$ cat config.mk
export PLATFORM = sky130hd
export DESIGN_NAME = dsm_decimator
export DESIGN_NICKNAME = d
export VERILOG_FILES = /design/src/rtl/dsm_decimator.sv
export SDC_FILE = /design/constraint.sdc
export NUM_CORES = 1
export LEC_CHECK = 0
export ABC_AREA = 0
export CAP_MARGIN = 30
export CELL_PAD_IN_SITES_DETAIL_PLACEMENT = 0
export CELL_PAD_IN_SITES_GLOBAL_PLACEMENT = 2
export CORE_ASPECT_RATIO = 1.5
export CORE_UTILIZATION = 35
export DETAILED_ROUTE_END_ITERATION = 8
export MAX_ROUTING_LAYER = met4
export PLACE_DENSITY_LB_ADDON = 0.1
export SKIP_LAST_GASP = 1
export SYNTH_ARGS = -nofsm -noshare
export SYNTH_HDL_FRONTEND = slang
export SYNTH_SLANG_ARGS = --single-unit
$ cat constraint.sdc
create_clock -name clk -period 15.3 [get_ports clk]
set_clock_uncertainty 0.15 [all_clocks]
set_input_delay 2.295 -clock clk [delete_from_list [all_inputs] [get_ports clk]]
set_output_delay 2.295 -clock clk [all_outputs]
set_load 0.02 [all_outputs]
$ cat src/rtl/dsm_decimator.sv
// dsm_decimator: delta-sigma loop latch plus sinc3 decimator producing signed PCM samples
module dsm_decimator #(
  parameter int DEC_LOG2 = 5,
  parameter int OUT_W = 10
) (
  input  logic                    clk,
  input  logic                    rst,
  input  logic                    cke,
  input  logic                    dsm_in,
  output logic                    dsm_out,
  output logic signed [OUT_W-1:0] dout,
  output logic                    dout_valid
);
  localparam int W = 3*DEC_LOG2 + 2;
  localparam int SH = 3*DEC_LOG2 + 1 - OUT_W;
  localparam logic signed [W-1:0] Y_MAX = W'((1 << (OUT_W-1)) - 1);
  localparam logic signed [W-1:0] Y_MIN = -Y_MAX - W'(1);
  logic dsm_q, dsm_d;
  logic [W-1:0] i1_q, i1_d, i2_q, i2_d, i3_q, i3_d;
  logic [W-1:0] d1_q, d1_d, d2_q, d2_d, d3_q, d3_d;
  logic [DEC_LOG2-1:0] ph_q, ph_d;
  logic [1:0] warm_q, warm_d;
  logic signed [OUT_W-1:0] dout_q, dout_d;
  logic valid_q, valid_d;
  logic [W-1:0] x, c1, c2, c3;
  logic signed [W-1:0] y;
  logic ev;
  always_comb begin
    x = dsm_q ? W'(1) : '1;
    ev = cke && (ph_q == '1);
    c1 = i3_q - d1_q;
    c2 = c1 - d2_q;
    c3 = c2 - d3_q;
    y = $signed(c3) >>> SH;
    dsm_d = cke ? dsm_in : dsm_q;
    i1_d = cke ? i1_q + x : i1_q;
    i2_d = cke ? i2_q + i1_q : i2_q;
    i3_d = cke ? i3_q + i2_q : i3_q;
    ph_d = cke ? ph_q + 1'b1 : ph_q;
    d1_d = ev ? i3_q : d1_q;
    d2_d = ev ? c1 : d2_q;
    d3_d = ev ? c2 : d3_q;
    dout_d = !ev ? dout_q : y > Y_MAX ? OUT_W'(Y_MAX) : y < Y_MIN ? OUT_W'(Y_MIN) : OUT_W'(y);
    warm_d = (ev && warm_q != 2'd3) ? warm_q + 2'd1 : warm_q;
    valid_d = ev && warm_q == 2'd3;
  end
  always_ff @(posedge clk or posedge rst) begin
    if (rst) begin
      dsm_q <= 1'b0;
      i1_q <= '0;
      i2_q <= '0;
      i3_q <= '0;
      d1_q <= '0;
      d2_q <= '0;
      d3_q <= '0;
      ph_q <= '0;
      warm_q <= '0;
      dout_q <= '0;
      valid_q <= 1'b0;
    end else begin
      dsm_q <= dsm_d;
      i1_q <= i1_d;
      i2_q <= i2_d;
      i3_q <= i3_d;
      d1_q <= d1_d;
      d2_q <= d2_d;
      d3_q <= d3_d;
      ph_q <= ph_d;
      warm_q <= warm_d;
      dout_q <= dout_d;
      valid_q <= valid_d;
    end
  end
  assign dsm_out = dsm_q;
  assign dout = dout_q;
  assign dout_valid = valid_q;
endmodule

==> results of run 1 <==
area by class of cell:
cell class	instances	area (um2)
clock buffers	25	475
clock inverters	7	92.6
fillers	2507	14700
inverters	82	313
multi-input cells	741	5380
flip-flops and latches	121	3030
well taps	324	405
repair buffers	23	225
cell families (layout without fill, tap and decap cells):
| kind of cell | after synthesis | count (layout) | synth area share [%] |
|---|---|---|---|
| adder cells (fa/ha/maj) | 111 | 111 | 16.0 |
| multiplexers | 36 | 36 | 4.57 |
| buffers and inverters | 110 | 137 | 4.76 |
| XOR/XNOR | 68 | 68 | 7.00 |
| AO/OA/AOI/OAI | 260 | 260 | 19.4 |
| AND/OR/NAND/NOR | 266 | 266 | 13.9 |
| flip-flops | 121 | 121 | 34.3 |
metrics by stage:
step,std cells,hold WS (ns),utilization [%],setup WS [ns],area (um2)
after floorplan,972,0.289,-,9.64,8820
after global placement,1289,0.309,37.9,9.10,9320
after detailed placement,1290,0.312,37.9,9.20,9320
after CTS,1322,0.324,40.2,9.17,9890
after global routing,1323,0.345,40.3,8.56,9920
final,1323,0.316,40.3,9.27,9920
critical path: stages (launching register included):
cell	delay, ns
dfrtp_1	0.41
ha_1	0.30
nor2b_1	0.12
o21ai_0	0.20
a21boi_0	0.16
o21ai_0	0.25
a21boi_0	0.15
o21ai_0	0.24
a21boi_0	0.19
o21ai_0	0.26
and3_2	0.23
nor2_1	0.04
ha_1	0.18
or3_1	0.47
o21ai_2	0.29
xnor2_1	0.17
ha_1	0.30
a21o_1	0.21
a21oi_1	0.19
nand2_1	0.12
a21oi_1	0.19
xor2_1	0.66
maj3_2	0.33
o21ai_1	0.06
sequential cells by signal (all words and copies together), names as in the netlist:
| name | flops |
|---|---|
| d1_q | 17 |
| d2_q | 17 |
| d3_q | 17 |
| i1_q | 17 |
| i2_q | 17 |
| i3_q | 17 |
| dout | 10 |
| ph_q | 5 |
| warm_q | 2 |
| dout_valid | 1 |
| dsm_out | 1 |
Yosys cell counts, drive strengths merged, types with 5 or more instances:
| cell type | number | area share (%) |
|---|---|---|
| maj3 | 9 | 1.1 |
| o31ai | 10 | 0.91 |
| o21bai | 6 | 0.55 |
| a21boi | 15 | 1.3 |
| fa | 5 | 1.1 |
| inv | 81 | 3.4 |
| nor2b | 9 | 0.64 |
| nor2 | 53 | 2.3 |
| a211oi | 10 | 0.85 |
| dfrtp | 121 | 34 |
| o21a | 14 | 1.2 |
| nand2 | 102 | 4.3 |
| xor2 | 21 | 2.2 |
| a31oi | 5 | 0.35 |
| and3 | 15 | 1.1 |
| a21oi | 44 | 2.6 |
| clkbuf | 25 | 1.1 |
| or3 | 11 | 0.78 |
| o211ai | 12 | 1.0 |
| nand3 | 23 | 1.3 |
| o21ai | 89 | 5.3 |
| a21o | 26 | 2.2 |
| xnor2 | 46 | 4.6 |
| nor3 | 27 | 1.5 |
| mux2 | 34 | 4.3 |
| ha | 97 | 14 |
worst min path at each step:
stage	start	to	slack, ns	cells past startpoint
global route	dout[9]$_DFFE_PP0P_	dout[9]$_DFFE_PP0P_	0.35	2
detailed placement	ph_q[3]$_DFFE_PP0P_	ph_q[3]$_DFFE_PP0P_	0.31	1
finish	ph_q[3]$_DFFE_PP0P_	ph_q[3]$_DFFE_PP0P_	0.32	1
floorplan	ph_q[3]$_DFFE_PP0P_	ph_q[3]$_DFFE_PP0P_	0.29	1
CTS	ph_q[3]$_DFFE_PP0P_	ph_q[3]$_DFFE_PP0P_	0.32	1
global placement	dout[9]$_DFFE_PP0P_	dout[9]$_DFFE_PP0P_	0.31	2
layer usage:
layer / part of all wire (%) / up-vias / GRT usage (%)
li1: - / 3474 / -
met1: 42 / 3122 / 16.4
met2: 54 / 53 / 30.8
met3: 1.6 / 16 / 2.73
met4: 1.6 / 0 / 5.90
met5: 0 / - / -
==> metrics.cfg, run 1 <==
[timing]
worst_slew_pin_slew_ns = 0.808
slew_viol_final = 0
hold_viol = 0
post-route-period-util_pct = 39.4
finalSetupTns_ns = 0
rsz0062_at_grt = no
max_slew_margin_pct = 44.7
setup-violations-final = 0
min_period_ns = 6.04
max_freq_mhz = 166

[global_route]
antenna_found_initial = 0
overflow = 0
grt_pass1_wl_mm = 32.5
grt_max_degree = 81
first_global_vias = 6862
grt.total_usage_pct = 16.2

[yosys]
syn_area_mm2 = 0.00882
synth_top_flop_cell = dfrtp_1
synth_warnings = 0
synth_edf_count = 0
avgSynthCellArea_um2 = 9.08
yosys_register_bits = 121
synth_async_sr_flop_share_pct = 100
ys_seq_area_share_pct = 34.3
synth_nets = 1078
ys_types = 67
netlist_instances = 972

[floorplan]
die_w_um = 132
die-area_mm2 = 0.0259
io_pins = 16
rows = 70
initial_core_util_pct = 35.9
die_h_um = 196
core_mm2 = 0.0246

[setup_path]
rr_worst_depth = 23
critPathMaxFanout = 8
cp-start-kind = flip-flop
cp.arrival_ns = 6.17
r2r_end = dout[5]$_DFFE_PP0P_
r2r-start = i3_q[1]$_DFFE_PP0P_
critPathKind = flip-flop to flip-flop
required_ns = 15.44
r2r_slack_ns = 9.27
end_kind = flip-flop
startpoint = i3_q[1]$_DFFE_PP0P_
endpoint = dout[5]$_DFFE_PP0P_

[cts]
hold_buffers = 0
clk-insertion-delay-late_ns = 0.43
clkTransAtPathRegs_ns = 0.05
cts_tree = built
cts_buffers = 17
cts.htree.levels = 4
cts_sinks = 121
cts_root_buffer = clkbuf_16
post_cts_buffers = 0
clk_path_buf_depth = 2
postCtsResizedCells = 0

[placed_design]
hpwl_mm = 13.7
gp_congestion = 0.748
port_buffers = 15

[routing]
drtPass1Iterations = 4
drcViolationCount = 0
vias = 6665
wl_per_cell_um = 14.0
vias_per_cell = 5.04
drtIter0Drc = 302
wl_mm = 18.6
route.antenna.remaining_nets = 0

[cells_and_area]
num_antenna_cells = 0
area_delta_synth_final_pct = 12.4
final_nets = 1092
layout-drive-gt1-share_pct = 10.3
final_common_cell = dfrtp_1
mostFrequentLayoutCells = dfrtp_1 (121), nand2_1 (101), ha_1 (97)

[hold_path]
hp-class = flip-flop to flip-flop

[run]
max-cap-violations = 0

[run_status]
status = completed

Power of run 1 is left out: the tool's default activity adds up to more than one toggle a clock period on the data nets, which glitch-free logic cannot reach.
==> inputs of run 2 (changes only) <==
clock period = 5.3 ns   (was 15.3 ns; I/O delays follow)
==> metrics.cfg, run 2 (synthesis gave the netlist of run 1 again) <==
[run_status]
status = completed  ; unchanged

[floorplan]
die_h_um = 196  ; unchanged
die-area_mm2 = 0.0259  ; unchanged
io_pins = 16  ; unchanged
initial_core_util_pct = 35.9  ; unchanged
rows = 70  ; unchanged
core_mm2 = 0.0246  ; unchanged
die_w_um = 132  ; unchanged

[routing]
vias_per_cell = 4.99  ; was 5.04
drtPass1Iterations = 4  ; unchanged
drcViolationCount = 0  ; unchanged
drtIter0Drc = 197  ; was 302
vias = 6970  ; was 6,665
wl_mm = 19.6  ; was 18.6 mm
wl_per_cell_um = 14.0  ; about the same
route.antenna.remaining_nets = 0  ; unchanged

[cells_and_area]
multi_input_area_mm2 = 0.00561  ; was 0.00538 mm2
layout-drive-gt1-share_pct = 20.8  ; was 10.3%
seqCellArea_mm2 = 0.00303  ; unchanged
final_nets = 1166  ; was 1,092
filler_cell_count = 2517  ; was 2,507
final_area_mm2 = 0.0107  ; was 0.00992 mm2
final_common_cell = dfrtp_1  ; unchanged
mostFrequentLayoutCells = dfrtp_1 (121), nand2_1 (100), ha_1 (92)  ; was dfrtp_1 (121), nand2_1 (101), ha_1 (97)
area_delta_synth_final_pct = 21.4  ; was 12.4%
num_antenna_cells = 0  ; unchanged

[cts]
clk-insertion-delay-late_ns = 0.43  ; about the same
cts.htree.levels = 4  ; unchanged
clkTransAtPathRegs_ns = 0.06  ; was 0.05 ns
hold_buffers = 0  ; unchanged
cts_tree = built  ; unchanged
cts_root_buffer = clkbuf_16  ; unchanged
cts_sinks = 121  ; unchanged
cts_buffers = 17  ; unchanged
clk_path_buf_depth = 2  ; unchanged

[timing]
rsz0062_at_grt = yes  ; was no
worst_slew_pin_slew_ns = 0.845  ; was 0.808 ns
min_period_ns = 5.22  ; was 6.04 ns
post-route-period-util_pct = 98.6  ; was 39.4%
setup-violations-final = 0  ; unchanged
max_slew_margin_pct = 43.7  ; was 44.7%
hold_viol = 0  ; unchanged
slew_viol_final = 0  ; unchanged
max_freq_mhz = 191  ; was 166 MHz

[setup_path]
cp-start-kind = flip-flop  ; unchanged
critPathMaxFanout = 5  ; was 8
path_cells = ha_1, a21o_1, or3_1, o22a_1, a21o_2, a21oi_2, xnor2_1, ha_1, or2_2, a21o_4, o21a_1, buf_4, o311a_1, ha_1, nor2_1, a311oi_2, xor2_1, xnor2_2, buf_4, maj3_2, o21ai_1  ; was ha_1, nor2b_1, o21ai_0, a21boi_0, o21ai_0, a21boi_0, o21ai_0, a21boi_0, o21ai_0, and3_2, nor2_1, ha_1, or3_1, o21ai_2, xnor2_1, ha_1, a21o_1, a21oi_1, nand2_1, a21oi_1, xor2_1, maj3_2, o21ai_1
crit_slowest_cell = dfrtp_1  ; was xor2_1
max_stage_delay_ns = 0.41  ; was 0.66 ns
critPathKind = flip-flop to flip-flop  ; unchanged
end_kind = flip-flop  ; unchanged
required_ns = 5.51  ; was 15.44 ns
path_delay_family = compound AO/OA/AOI/OAI gates  ; unchanged
cp.arrival_ns = 5.43  ; was 6.17 ns
crit_path_frequent_cell = ha_1  ; was o21ai_0
crit_buf_inv = 2  ; was 0

[global_route]
grt_pass1_wl_mm = 33.5  ; was 32.5 mm
grt_max_degree = 55  ; was 81
grt.total_usage_pct = 16.8  ; was 16.2%
first_global_vias = 7158  ; was 6,862
antenna_found_initial = 0  ; unchanged
overflow = 0  ; unchanged

[hold_path]
hp-class = flip-flop to flip-flop  ; unchanged

[placed_design]
gp_congestion = 0.782  ; was 0.748
port_buffers = 15  ; unchanged
post_dp_cell_area_mm2 = 0.00981  ; was 0.00932 mm2
hpwl_mm = 14.6  ; was 13.7 mm

[run]
max-cap-violations = 0  ; unchanged

[run 2: final timing paths]
check	from	endpoint	slack, ns	cells after the start
min reg2reg	ph_q[3]$_DFFE_PP0P_	ph_q[3]$_DFFE_PP0P_	0.32	1
max reg2reg	i3_q[5]$_DFFE_PP0P_	dout[0]$_DFFE_PP0P_	0.08	21
min in group asynchronous	rst	warm_q[0]$_DFFE_PP0P_	0.61	2
max	i3_q[5]$_DFFE_PP0P_	dout[0]$_DFFE_PP0P_	0.08	21
max in group asynchronous	rst	d1_q[9]$_DFFE_PP0P_	3.35	4
min	ph_q[3]$_DFFE_PP0P_	ph_q[3]$_DFFE_PP0P_	0.32	1
[run 2: through the flow]
stage | cells | setup slack (ns) | util [%] | hold slack (ns) | setup TNS (ns)
after floorplan | 972 | 0.128 | - | 0.289 | 0
after global placement | 1351 | -0.171 | 39.7 | 0.306 | -1.47
final | 1396 | 0.0751 | 43.5 | 0.322 | 0
after global routing | 1396 | -0.221 | 43.5 | 0.338 | -1.85
after detailed placement | 1352 | -0.256 | 39.9 | 0.309 | -2.29
after CTS | 1386 | -0.0265 | 42.3 | 0.322 | -0.123
[run 2: area by class of cell]
class	instances	area share (%)
Inverter	82	2.92
Tap cell	324	3.79
Clock buffer	23	4.28
Multi-Input combinational cell	741	52.4
Sequential cell	121	28.3
Timing Repair Buffer	97	7.43
Clock inverter	8	0.911
[run 2: worst register-to-register path, delay by kind of cell, from the launching register on]
kind | cells | cell delay [ns]
buffers and inverters | 2 | 0.33
adder cells (fa/ha/maj) | 4 | 1.20
flip-flops | 1 | 0.41
AND/OR/NAND/NOR | 3 | 0.68
XOR/XNOR | 3 | 0.59
AO/OA/AOI/OAI | 9 | 1.81
[run 2: what timing repair did]
item,CTS,global route
cloned,0,1
resized for setup,14,56
buffers inserted,3,9
endpoints found under the setup margin,10,10
pin swaps,7,37
[run 2: metal layers]
layer | track usage [%] | up-vias | share of wire [%]
li1 | - | 3630 | -
met1 | 16.9 | 3267 | 41
met2 | 32.1 | 48 | 55
met3 | 2.80 | 25 | 1.5
met4 | 6.37 | 0 | 2.0
met5 | - | - | 0
Power of run 2 is left out for the same reason.
